**src/rtl/core_pkg.sv**
```systemverilog
// Shared fetch-stage definitions: FSM state encoding, instruction size, reset defaults.
// Optional build macro ALIGN_CHECK_EN is consumed by fetch_pc_gen, not by this package.
package core_pkg;

  localparam int unsigned WORD_SIZE   = 32;
  localparam int unsigned INSTR_BYTES = 4;

  localparam logic [WORD_SIZE-1:0] RESET_VECTOR = 32'h0000_0000;

  // Fetch sequencer states
  typedef enum logic [1:0] {
    IDLE = 2'd0,
    REQ  = 2'd1,
    WAIT = 2'd2,
    HOLD = 2'd3
  } fetch_state_t;

  // True when a byte address is not aligned to an instruction boundary
  function automatic logic addr_misaligned(input logic [1:0] addr_lo);
    return addr_lo != 2'b00;
  endfunction

endpackage

```
**src/rtl/fetch_pc_gen_pc_reg.sv**
```systemverilog
// Architectural fetch PC register: reset vector, redirect load, or sequential increment.
module pc_reg
  import core_pkg::*;
#(
  parameter int unsigned         WordSize    = WORD_SIZE,
  parameter logic [WordSize-1:0] ResetVector = WordSize'(RESET_VECTOR)
) (
  input  logic                clk,
  input  logic                rstn,
  input  logic                load,
  input  logic [WordSize-1:0] load_addr,
  input  logic                inc,
  output logic [WordSize-1:0] pc_q,
  output logic [WordSize-1:0] pc_next_c
);

  // Next PC select: a load beats an increment; increment wraps modulo 2^WordSize
  always_comb begin
    pc_next_c = pc_q;
    if (load) begin
      pc_next_c = load_addr;
    end else if (inc) begin
      pc_next_c = pc_q + WordSize'(INSTR_BYTES);
    end
  end

  // PC state
  always_ff @(posedge clk or negedge rstn) begin
    if (!rstn) begin
      pc_q <= ResetVector;
    end else begin
      pc_q <= pc_next_c;
    end
  end

endmodule

```
**src/rtl/fetch_pc_gen.sv**
```systemverilog
// Instruction-fetch PC generator: one outstanding imem request at a time,
// presents {pc, instr} to decode, and honours taken-branch redirects.
// Build macro ALIGN_CHECK_EN: adds fetch_misaligned and parks the fetcher on a
// misaligned redirect; otherwise redirect_addr[1:0] is forced to zero.
module fetch_pc_gen
  import core_pkg::*;
#(
  parameter int unsigned         WordSize    = WORD_SIZE,
  parameter logic [WordSize-1:0] ResetVector = WordSize'(RESET_VECTOR)
) (
  input  logic                clk,
  input  logic                rstn,
  input  logic                stall,
  input  logic                redirect,
  input  logic [WordSize-1:0] redirect_addr,
  output logic                imem_req,
  output logic [WordSize-1:0] imem_addr,
  input  logic                imem_ack,
  input  logic [WordSize-1:0] imem_rdata,
  output logic                if_valid,
  output logic [WordSize-1:0] if_pc,
  output logic [WordSize-1:0] if_instr
`ifdef ALIGN_CHECK_EN
  ,
  output logic                fetch_misaligned
`endif
);

  fetch_state_t        state_q;
  fetch_state_t        state_d;
  logic                squash_q;
  logic                squash_d;
  logic                pc_load;
  logic                pc_inc;
  logic                capture;
  logic                if_valid_d;
  logic                parked;
  logic                bad_align;
  logic [WordSize-1:0] pc_q;
  logic [WordSize-1:0] pc_next_c;
  logic [WordSize-1:0] load_addr;

`ifdef ALIGN_CHECK_EN
  assign bad_align = addr_misaligned(redirect_addr[1:0]);
  assign load_addr = redirect_addr;
  assign parked    = fetch_misaligned;

  // Sticky misalignment flag; only reset clears it
  always_ff @(posedge clk or negedge rstn) begin
    if (!rstn) begin
      fetch_misaligned <= 1'b0;
    end else if (redirect && bad_align && !parked) begin
      fetch_misaligned <= 1'b1;
    end
  end
`else
  logic addr_lo_unused;

  assign bad_align      = 1'b0;
  assign parked         = 1'b0;
  assign load_addr      = {redirect_addr[WordSize-1:2], 2'b00};
  assign addr_lo_unused = ^redirect_addr[1:0];
`endif

  pc_reg #(
    .WordSize    (WordSize),
    .ResetVector (ResetVector)
  ) u_pc_reg (
    .clk       (clk),
    .rstn      (rstn),
    .load      (pc_load),
    .load_addr (load_addr),
    .inc       (pc_inc),
    .pc_q      (pc_q),
    .pc_next_c (pc_next_c)
  );

  // Next-state and datapath control; redirect overrides the normal flow
  always_comb begin
    state_d  = state_q;
    squash_d = squash_q;
    pc_load  = 1'b0;
    pc_inc   = 1'b0;
    capture  = 1'b0;

    unique case (state_q)
      IDLE: state_d = REQ;
      REQ:  state_d = WAIT;
      WAIT: begin
        if (imem_ack) begin
          if (squash_q) begin
            squash_d = 1'b0;
            state_d  = REQ;
          end else begin
            capture = 1'b1;
            pc_inc  = 1'b1;
            state_d = stall ? HOLD : REQ;
          end
        end
      end
      HOLD: begin
        if (!stall) begin
          state_d = REQ;
        end
      end
      default: state_d = IDLE;
    endcase

    if (redirect) begin
      pc_load = 1'b1;
      pc_inc  = 1'b0;
      capture = 1'b0;
      unique case (state_q)
        REQ: begin
          // request already on the bus targets the old path
          state_d  = WAIT;
          squash_d = 1'b1;
        end
        WAIT: begin
          if (imem_ack) begin
            state_d  = REQ;
            squash_d = 1'b0;
          end else begin
            state_d  = WAIT;
            squash_d = 1'b1;
          end
        end
        default: begin
          state_d  = REQ;
          squash_d = 1'b0;
        end
      endcase
      if (bad_align) begin
        state_d  = IDLE;
        squash_d = 1'b0;
      end
    end

    // misaligned target seen: stop fetching until reset
    if (parked) begin
      state_d  = IDLE;
      squash_d = 1'b0;
      pc_load  = 1'b0;
      pc_inc   = 1'b0;
      capture  = 1'b0;
    end
  end

  // Output slot stays live only while decode stalls, unless refilled
  assign if_valid_d = capture | (if_valid & stall & ~redirect);

  // FSM state register
  always_ff @(posedge clk or negedge rstn) begin
    if (!rstn) begin
      state_q  <= IDLE;
      squash_q <= 1'b0;
    end else begin
      state_q  <= state_d;
      squash_q <= squash_d;
    end
  end

  // Registered imem request and decode-facing outputs
  always_ff @(posedge clk or negedge rstn) begin
    if (!rstn) begin
      imem_req  <= 1'b0;
      imem_addr <= '0;
      if_valid  <= 1'b0;
      if_pc     <= '0;
      if_instr  <= '0;
    end else begin
      imem_req <= (state_d == REQ);
      if (state_d == REQ) begin
        imem_addr <= pc_next_c;
      end
      if_valid <= if_valid_d;
      if (capture) begin
        if_pc    <= pc_q;
        if_instr <= imem_rdata;
      end
    end
  end

endmodule

```
**config.mk**
```make
export PLATFORM = sky130hd
export DESIGN_NAME = fetch_pc_gen
export DESIGN_NICKNAME = d
export VERILOG_FILES = /design/src/rtl/core_pkg.sv /design/src/rtl/fetch_pc_gen_pc_reg.sv /design/src/rtl/fetch_pc_gen.sv
export SDC_FILE = /design/constraint.sdc
export NUM_CORES = 1
export LEC_CHECK = 0
export CORE_MARGIN = 5
export CORE_UTILIZATION = 45
export DETAILED_ROUTE_END_ITERATION = 8
export GPL_TIMING_DRIVEN = 0
export PLACE_DENSITY = 0.82
export RECOVER_POWER = 100
export SYNTH_ARGS = -nofsm -noshare
export SYNTH_HDL_FRONTEND = slang
export SYNTH_SLANG_ARGS = --single-unit
```
**constraint.sdc**
```tcl
create_clock -name clk -period 3.5 [get_ports clk]
set_clock_uncertainty 0.15 [all_clocks]
set_input_delay 0.7 -clock clk [delete_from_list [all_inputs] [get_ports clk]]
set_output_delay 0.7 -clock clk [all_outputs]
set_load 0.01 [all_outputs]
```
Yosys cells after proc, flatten, opt, wreduce, memory -nomap -nowiden
Index checks and enable logic that the tools add are counted.
{ "classes": {"add_sub_neg": 1, "mul": 0, "div_mod_pow": 0, "magnitude_cmp": 0, "n_eq_ne": 4, "shift": 0, "muxes": 20, "bitwise": 4, "reduce_logical": 4} }
{ "ops": {"columns": ["op", "count"], "rows": [
  ["2-to-1 mux 32 bit", 2],
  ["adder 32 x 3 -> 32 bit (second input constant)", 1],
  ["2-to-1 mux 2 bit", 6],
  ["2-to-1 mux 1 bit", 9],
  ["case mux 2 bit (4 select lines)", 1],
  ["== test 2 x 1 -> 1 bit (second input constant)", 2],
  ["== test 2 bit (second input constant)", 2],
  ["case mux 2 bit (2 select lines)", 1],
  ["nonzero test 2 bit", 2],
  ["AND 1 bit", 2],
  ["logical NOT 2 bit", 1],
  ["case mux 1 bit (2 select lines)", 1],
  ["AND reduction 2 bit", 1],
  ["NOT 1 bit", 1],
  ["OR 1 bit", 1]
]} }
{ "word_totals": {"reg_bits": 133, "latchBits": 0, "ram_bits": 0, "romBits": 0, "inputBits": 69, "output_inout_bits": 98, "word_cells": 41, "mem_count": 0} }

Logic depth before layout (Yosys ltp)
Gate-level depths: netlist of run 1.
{ "logic_depth": {"word_depth": 6, "depth_mapped": 8, "ltp_nobuf": 7} }

Modules after synthesis
A second synthesis of run 1 with hierarchy kept.
{ "hier_totals": {"hier_cells": 444, "hier_area_um2": 5876.9} }
{ "modules_own_cells": {"columns": ["mod", "n_inst", "cells_each", "area_per_inst_um2", "seq_area_each_um2"], "rows": [
  ["fetch_pc_gen", 1, 235, 4017.6, 2527.4],
  ["pc_reg", 1, 209, 1859.3, 800.8]
]} }

Worst setup path after synthesis of run 1
No wires, ideal clock.
{ "synth_path": {"path_kind": "input -> register", "start": "input port redirect", "end": "register imem_addr[29]", "setup_ps": 125, "arrival_time_ps": 2181, "required_ps": 3225, "slack_ps": 1044, "stages": 6, "n_path_buf": 1, "cell_sequence": "and4bb_2 -> buf_2 -> nand3_1 -> o311a_1 -> a211o_1 -> mux2_2"} }
{ "synth_between": {"elab_chain_len": 3, "word_cells_on_any_way": 6, "cone_classes": "1 x eq/ne; 5 x mux"} }
{ "synth_rtl": {"columns": ["item", "line", "rtl"], "rows": [
  ["from (decl)", "fetch_pc_gen.sv:14", "input logic redirect,"],
  ["2-to-1 mux 1 bit", "fetch_pc_gen.sv:109", "if (redirect) begin"],
  ["2-to-1 mux 32 bit", "fetch_pc_gen_pc_reg.sv:22", "end else if (inc) begin"],
  ["2-to-1 mux 32 bit *", "fetch_pc_gen_pc_reg.sv:20", "if (load) begin"],
  ["via pc_next_c[29]", "fetch_pc_gen.sv:40", "logic [WordSize-1:0] pc_next_c;"],
  ["to (signal assigned)", "fetch_pc_gen.sv:174", "imem_addr <= pc_next_c;"],
  ["to (decl)", "fetch_pc_gen.sv:17", "output logic [WordSize-1:0] imem_addr,"]
]} }
Mark *: on every way through the listed nets, which the timed path passes. The rest lies on a longest branch.
A chain may end at the register's enable or synchronous reset.

Final worst setup path of run 1
{ "layout_path": {"start": "input port redirect", "end": "register imem_addr[15]"} }
Same word-level chain as after synthesis.

==> impl_metrics.json, run 1 <==
{
  "hold_ws_ps": 307,
  "cts_sinks": 133,
  "synth-async-reset-ratio_pct": 100,
  "wl_per_cell_um": 17.9,
  "cts_setup_buffers": 0,
  "final_cell_mix": "222 x nand2_1, 133 x dfrtp_1, 99 x dlygate4sd3_1, 64 x clkdlybuf4s50_1, 33 x clkbuf_1",
  "cts_made_buffers": 17,
  "slew_violations": 0,
  "holdPathEnd": "if_pc[0]",
  "syn_nets": 676,
  "drt_wl_total_mm": 17.4,
  "clockRootBuffer": "clkbuf_16",
  "ys_seq_area_share_pct": 56.9,
  "yosysWarningCount": 0,
  "grtUsageTotal_pct": 23.6,
  "r2r_start": "state_q[0]",
  "synthesis.area_um2": 5850,
  "path_clk_slew_ps": 50,
  "hold_buffers": 0,
  "worstRegToRegCells": 8,
  "cts_resized": 0,
  "relSlewSlack_pct": 7.87,
  "drt_first_iter_violations": 416,
  "path_max_fanout": 10,
  "synth.avg_cell_area_um2": 9.72,
  "hold_path.class": "reg -> reg",
  "synth-edff-count": 0,
  "hold_start": "u_pc_reg.pc_q[0]",
  "antenna_cells": 0,
  "fin_tns_setup_ps": 0,
  "htree_num_levels": 4,
  "p_leak_nw": 3.82,
  "synth_seq_cells": 133,
  "vdd_ir_drop_max_mv": 0.443,
  "syn-instance-count": 602,
  "vias": 5224,
  "power_frac_seq_pct": 37.4,
  "vias_per_cell": 5.38,
  "hpwl_mm": 13.0,
  "layout-drive-gt1-share_pct": 8.39,
  "status": "finished clean",
  "final_cells": 971,
  "place.gp.congestion": 0.863,
  "initial_core_util_pct": 46.2,
  "grt_pass1_wl_mm": 27.8,
  "endpoint_kind": "flop",
  "p_comb_share_pct": 36.7,
  "path_class": "in -> reg",
  "cp_data_required_time_ps": 3650,
  "drc_errors": 0,
  "r2r-end": "imem_addr[21]",
  "grt_max_degree": 77,
  "worst_slew_pin_slew_ps": 1380,
  "port_buffers": 164,
  "dp.cells": 939,
  "switching_share_pct": 31.9,
  "ant_nets": 0,
  "reg2reg_slack_ps": 380,
  "clk_latency_ps": 410,
  "nNetsFinal": 860,
  "area_delta_synth_final_pct": 41.6,
  "timing.fmax_mhz": 303,
  "die_area_um2": 15400,
  "fin_crit_sh_pct": 94.4,
  "core_um2": 12700,
  "rsz0062_at_grt": "false",
  "cp.arrival_ps": 3450,
  "period_needed_ps": 3300,
  "fillers": 1024,
  "crit_path_start": "redirect",
  "startpoint_type": "input port",
  "die_w_um": 124,
  "synthFlopType": "dfrtp_1",
  "cts_tree": "yes",
  "pwr-share-clk_pct": 25.9,
  "placementRows": 41,
  "utilization_pct": 65.4,
  "fp.dieH_um": 124,
  "switchingPower_mw": 2.10,
  "pin_count": 167,
  "dr.pass1.iters": 5,
  "grt_pass1_vias": 5474,
  "hold_viol": 0,
  "cap_violations": 0,
  "clockBufferDepth": 2,
  "final_common_cell": "nand2_1",
  "powerDensity_nw_per_um2": 797,
  "gr-total-overflow": 0,
  "synthDistinctLibCells": 49,
  "antenna_found_initial": 0,
  "final-setup-viol-count": 0,
  "internal-power_mw": 4.49,
  "min_path_cells": 2
}
power groups by stage:
stage          registers (mW)  clock network, mW  logic (mW)
3_3_place_gp             2.48                  0        2.57
4_1_cts                  2.50               1.73        2.66
3_5_place_dp             2.52                  0        2.64
2_1_floorplan            2.71                  0       0.922
5_1_grt                  2.55               1.81        2.64
6_report                 2.47               1.71        2.42
critical path: stages:
cell	delay, ps
dlygate4sd3_1	610
clkbuf_1	500
inv_1	300
clkbuf_1	350
clkbuf_1	350
o311ai_0	200
nand2_1	140
mux2_2	290
cell families (layout without fill, tap and decap cells):
family | count (synthesis) | in the layout | synth area share, %
compound gates | 69 | 69 | 8.02
xor+xnor | 8 | 8 | 1.20
fa+ha+maj | 5 | 5 | 1.07
buf+inv | 40 | 237 | 2.67
flops | 133 | 133 | 56.9
mux | 32 | 32 | 6.14
simple gates | 315 | 315 | 24.0
cell usage after synthesis (all sizes together) (8+ instances only):
library cell	count	area share, %
nand2	222	14
nor4	8	0.96
nand4	16	1.9
buf	11	0.79
o21ai	27	2.3
mux2	31	6.0
nor3	10	0.86
a31oi	10	1.1
dfrtp	133	57
nand3	13	1.1
inv	10	0.64
nor2	15	0.96
clkbuf	19	1.2
layout make-up:
type / instances / area [um^2] / area share (%)
clock buffer: 30 / 544 / 6.57
sequential: 133 / 3330 / 40.2
tap: 172 / 215 / 2.60
multi-input combinational: 429 / 2360 / 28.5
timing repair buffer: 165 / 1640 / 19.8
clock inverter: 2 / 35.0 / 0.423
buffer: 30 / 114 / 1.37
inverter: 10 / 37.5 / 0.453
flip-flops by register name, indices dropped and copies added (netlist names):
signal and cells:
if_instr 32, if_pc 32, if_valid 1, imem_addr 32
imem_req 1, squash_q 1, state_q 2, u_pc_reg.pc_q 32
per-stage QoR:
stage,instance area [um^2],setup WS (ps),total power [mW]
CTS,8310,340,6.90
global placement,7710,-3510,5.05
global route,8280,74.6,7.00
floorplan,5850,1040,3.63
finish,8280,197,6.60
detailed placement,7730,-95.8,5.15
worst max path at each step:
stage                    end  depth (start not counted)
2_1_floorplan  imem_addr[29]                          6
3_3_place_gp    imem_addr[0]                          1
3_5_place_dp   imem_addr[15]                          8
4_1_cts        imem_addr[15]                          8
5_1_grt        imem_addr[15]                          8
6_report       imem_addr[15]                          8
per-layer routing:
| metal | track usage, % | vias to the layer above | routed length (um) |
|---|---|---|---|
| li1 | - | 2441 | - |
| met1 | 30.6 | 2515 | 7320 |
| met2 | 38.0 | 221 | 8250 |
| met3 | 6.72 | 47 | 1350 |
| met4 | 8.35 | 0 | 447 |
| met5 | 0 | - | 0 |
Power figures use the tool's default switching activity.
==> inputs of run 2 (changes only) <==
--- a/config.mk
+++ b/config.mk
@@ -6,10 +6,11 @@
 export NUM_CORES = 1
 export LEC_CHECK = 0
 export CORE_MARGIN = 5
-export CORE_UTILIZATION = 45
+export CORE_UTILIZATION = 48
 export DETAILED_ROUTE_END_ITERATION = 8
+export GPL_ROUTABILITY_DRIVEN = 0
 export GPL_TIMING_DRIVEN = 0
-export PLACE_DENSITY = 0.82
+export PLACE_DENSITY = 0.86
 export RECOVER_POWER = 100
 export SYNTH_ARGS = -nofsm -noshare
 export SYNTH_HDL_FRONTEND = slang
==> run 2 against run 1 <==
Effect of this change: the run now ends with capacitance limit, slew limit left; first-iteration DRC count is 36% higher; register-to-register slack worse by 100 ps; final cell count is 2.6% lower; fmax is 0.34% lower; utilization is 4.0 points higher; non-clock buffer count stayed put; hold slack better by 9.0 ps; sequential share of layout area is 0.079 points lower; flip-flop and latch count stayed put; final area is 0.20% higher; critical endpoint unchanged.
==> impl_metrics.json, run 2 (synthesis results as in run 1) <==
{
  "placementRows": 40,
  "hold_viol": 0,
  "final_cell_mix": "222 x nand2_1, 133 x dfrtp_1, 99 x dlygate4sd3_1, 64 x clkdlybuf4s50_1, 31 x mux2_2",
  "final-setup-viol-count": 0,
  "worst_slew_pin_slew_ps": 2410,
  "final_common_cell": "nand2_1",
  "drt_first_iter_violations": 566,
  "area_delta_synth_final_pct": 41.9,
  "timing.fmax_mhz": 302,
  "htree_num_levels": 4,
  "port_buffers": 164,
  "fillers": 897,
  "pwr-share-clk_pct": 26.9,
  "violations": "capacitance limit, slew limit",
  "final_cells": 946,
  "vdd_ir_drop_max_mv": 0.437,
  "vias_per_cell": 5.65,
  "path_class": "in -> reg",
  "slew_violations": 54,
  "power_frac_seq_pct": 36.9,
  "drt_wl_total_mm": 17.1,
  "status": "finished, violations left",
  "period_needed_ps": 3310,
  "grt_pass1_wl_mm": 27.5,
  "wl_per_cell_um": 18.0,
  "path_clk_slew_ps": 60,
  "fp.dieH_um": 120,
  "clk_latency_ps": 410,
  "switching_share_pct": 32.0,
  "layout-drive-gt1-share_pct": 8.64,
  "rsz0062_at_grt": "false",
  "fin_crit_sh_pct": 94.7,
  "powerDensity_nw_per_um2": 808,
  "drc_errors": 0,
  "die_w_um": 120,
  "initial_core_util_pct": 48.9,
  "cts_sinks": 133,
  "internal-power_mw": 4.56,
  "dr.pass1.iters": 5,
  "endpoint_kind": "flop",
  "cp.arrival_ps": 3460,
  "p_comb_share_pct": 36.2,
  "core_um2": 12000,
  "cap_violations": 1,
  "hold_path.class": "reg -> reg",
  "ant_nets": 0,
  "vias": 5346,
  "startpoint_type": "input port",
  "clockRootBuffer": "clkbuf_16",
  "cts_made_buffers": 17,
  "grt_pass1_vias": 5372,
  "cts_tree": "yes",
  "dp.cells": 914,
  "utilization_pct": 69.4,
  "p_leak_nw": 3.83,
  "antenna_cells": 0,
  "cts_setup_buffers": 0,
  "finalPower_mw": 6.71,
  "pin_count": 167,
  "hpwl_mm": 12.7,
  "grt_max_degree": 81,
  "nNetsFinal": 860,
  "gr-total-overflow": 0,
  "cts_resized": 0,
  "hold_buffers": 0,
  "switchingPower_mw": 2.15,
  "grtUsageTotal_pct": 24.0,
  "die_area_um2": 14500,
  "antenna_found_initial": 0,
  "relSlewSlack_pct": -60.5,
  "clockBufferDepth": 2,
  "cp_data_required_time_ps": 3640,
  "path_max_fanout": 10
}
-- run 2: metal layers --
metal | GRT usage, % | routed length, um | vias to the layer above
met3 | 5.05 | 1210 | 65
met4 | 11.7 | 647 | 0
met1 | 30.8 | 7050 | 2547
met2 | 38.8 | 8140 | 294
li1 | - | - | 2440
met5 | 0 | 0 | -
-- run 2: stage by stage --
| step | instance area [um^2] | setup slack [ps] | TNS (ps) | hold slack [ps] |
|---|---|---|---|---|
| 3_3_place_gp | 7670 | -3390 | -449720 | 296 |
| 4_1_cts | 8310 | 367 | 0 | 103 |
| 3_5_place_dp | 7700 | -1.16 | -1.16 | 307 |
| 6_report | 8300 | 186 | 0 | 316 |
| 5_1_grt | 8300 | 87.1 | 0 | 338 |
| 2_1_floorplan | 5850 | 1040 | 0 | 254 |
-- run 2: worst max-delay path, stage by stage --
cell           delay [ps]
dlygate4sd3_1         660
clkbuf_1              440
inv_1                 250
clkbuf_1              340
clkbuf_1              360
o311ai_0              230
nand2_1               170
mux2_2                300
-- run 2: power by group through the flow --
| stage | clock network (mW) | registers [mW] | logic (mW) |
|---|---|---|---|
| 6_report | 1.81 | 2.47 | 2.43 |
| 5_1_grt | 1.88 | 2.54 | 2.62 |
| 3_5_place_dp | 0 | 2.52 | 2.64 |
| 2_1_floorplan | 0 | 2.71 | 0.922 |
| 3_3_place_gp | 0 | 2.48 | 2.55 |
| 4_1_cts | 1.83 | 2.50 | 2.66 |
-- run 2: path summary, 6_finish.rpt --
| check | from | end | slack, ps | depth (start not counted) |
|---|---|---|---|---|
| hold / removal | if_pc[19] | if_pc[19] | 320 | 2 |
| hold reg to reg | if_pc[19] | if_pc[19] | 320 | 2 |
| min in group asynchronous | rstn | if_pc[24] | 1020 | 1 |
| setup / recovery | redirect | imem_addr[15] | 190 | 8 |
| setup reg to reg | state_q[0] | imem_addr[28] | 280 | 8 |
| max in group asynchronous | rstn | imem_addr[3] | 800 | 1 |
-- run 2: cell type report --
| type | count | area [um^2] | share of cell area (%) |
|---|---|---|---|
| Buffer | 30 | 114 | 1.37 |
| Clock buffer | 23 | 478 | 5.76 |
| Clock inverter | 9 | 125 | 1.51 |
| Inverter | 10 | 37.5 | 0.452 |
| Multi-Input combinational cell | 429 | 2360 | 28.5 |
| Sequential cell | 133 | 3330 | 40.1 |
| Tap cell | 147 | 184 | 2.22 |
| Timing Repair Buffer | 165 | 1670 | 20.1 |
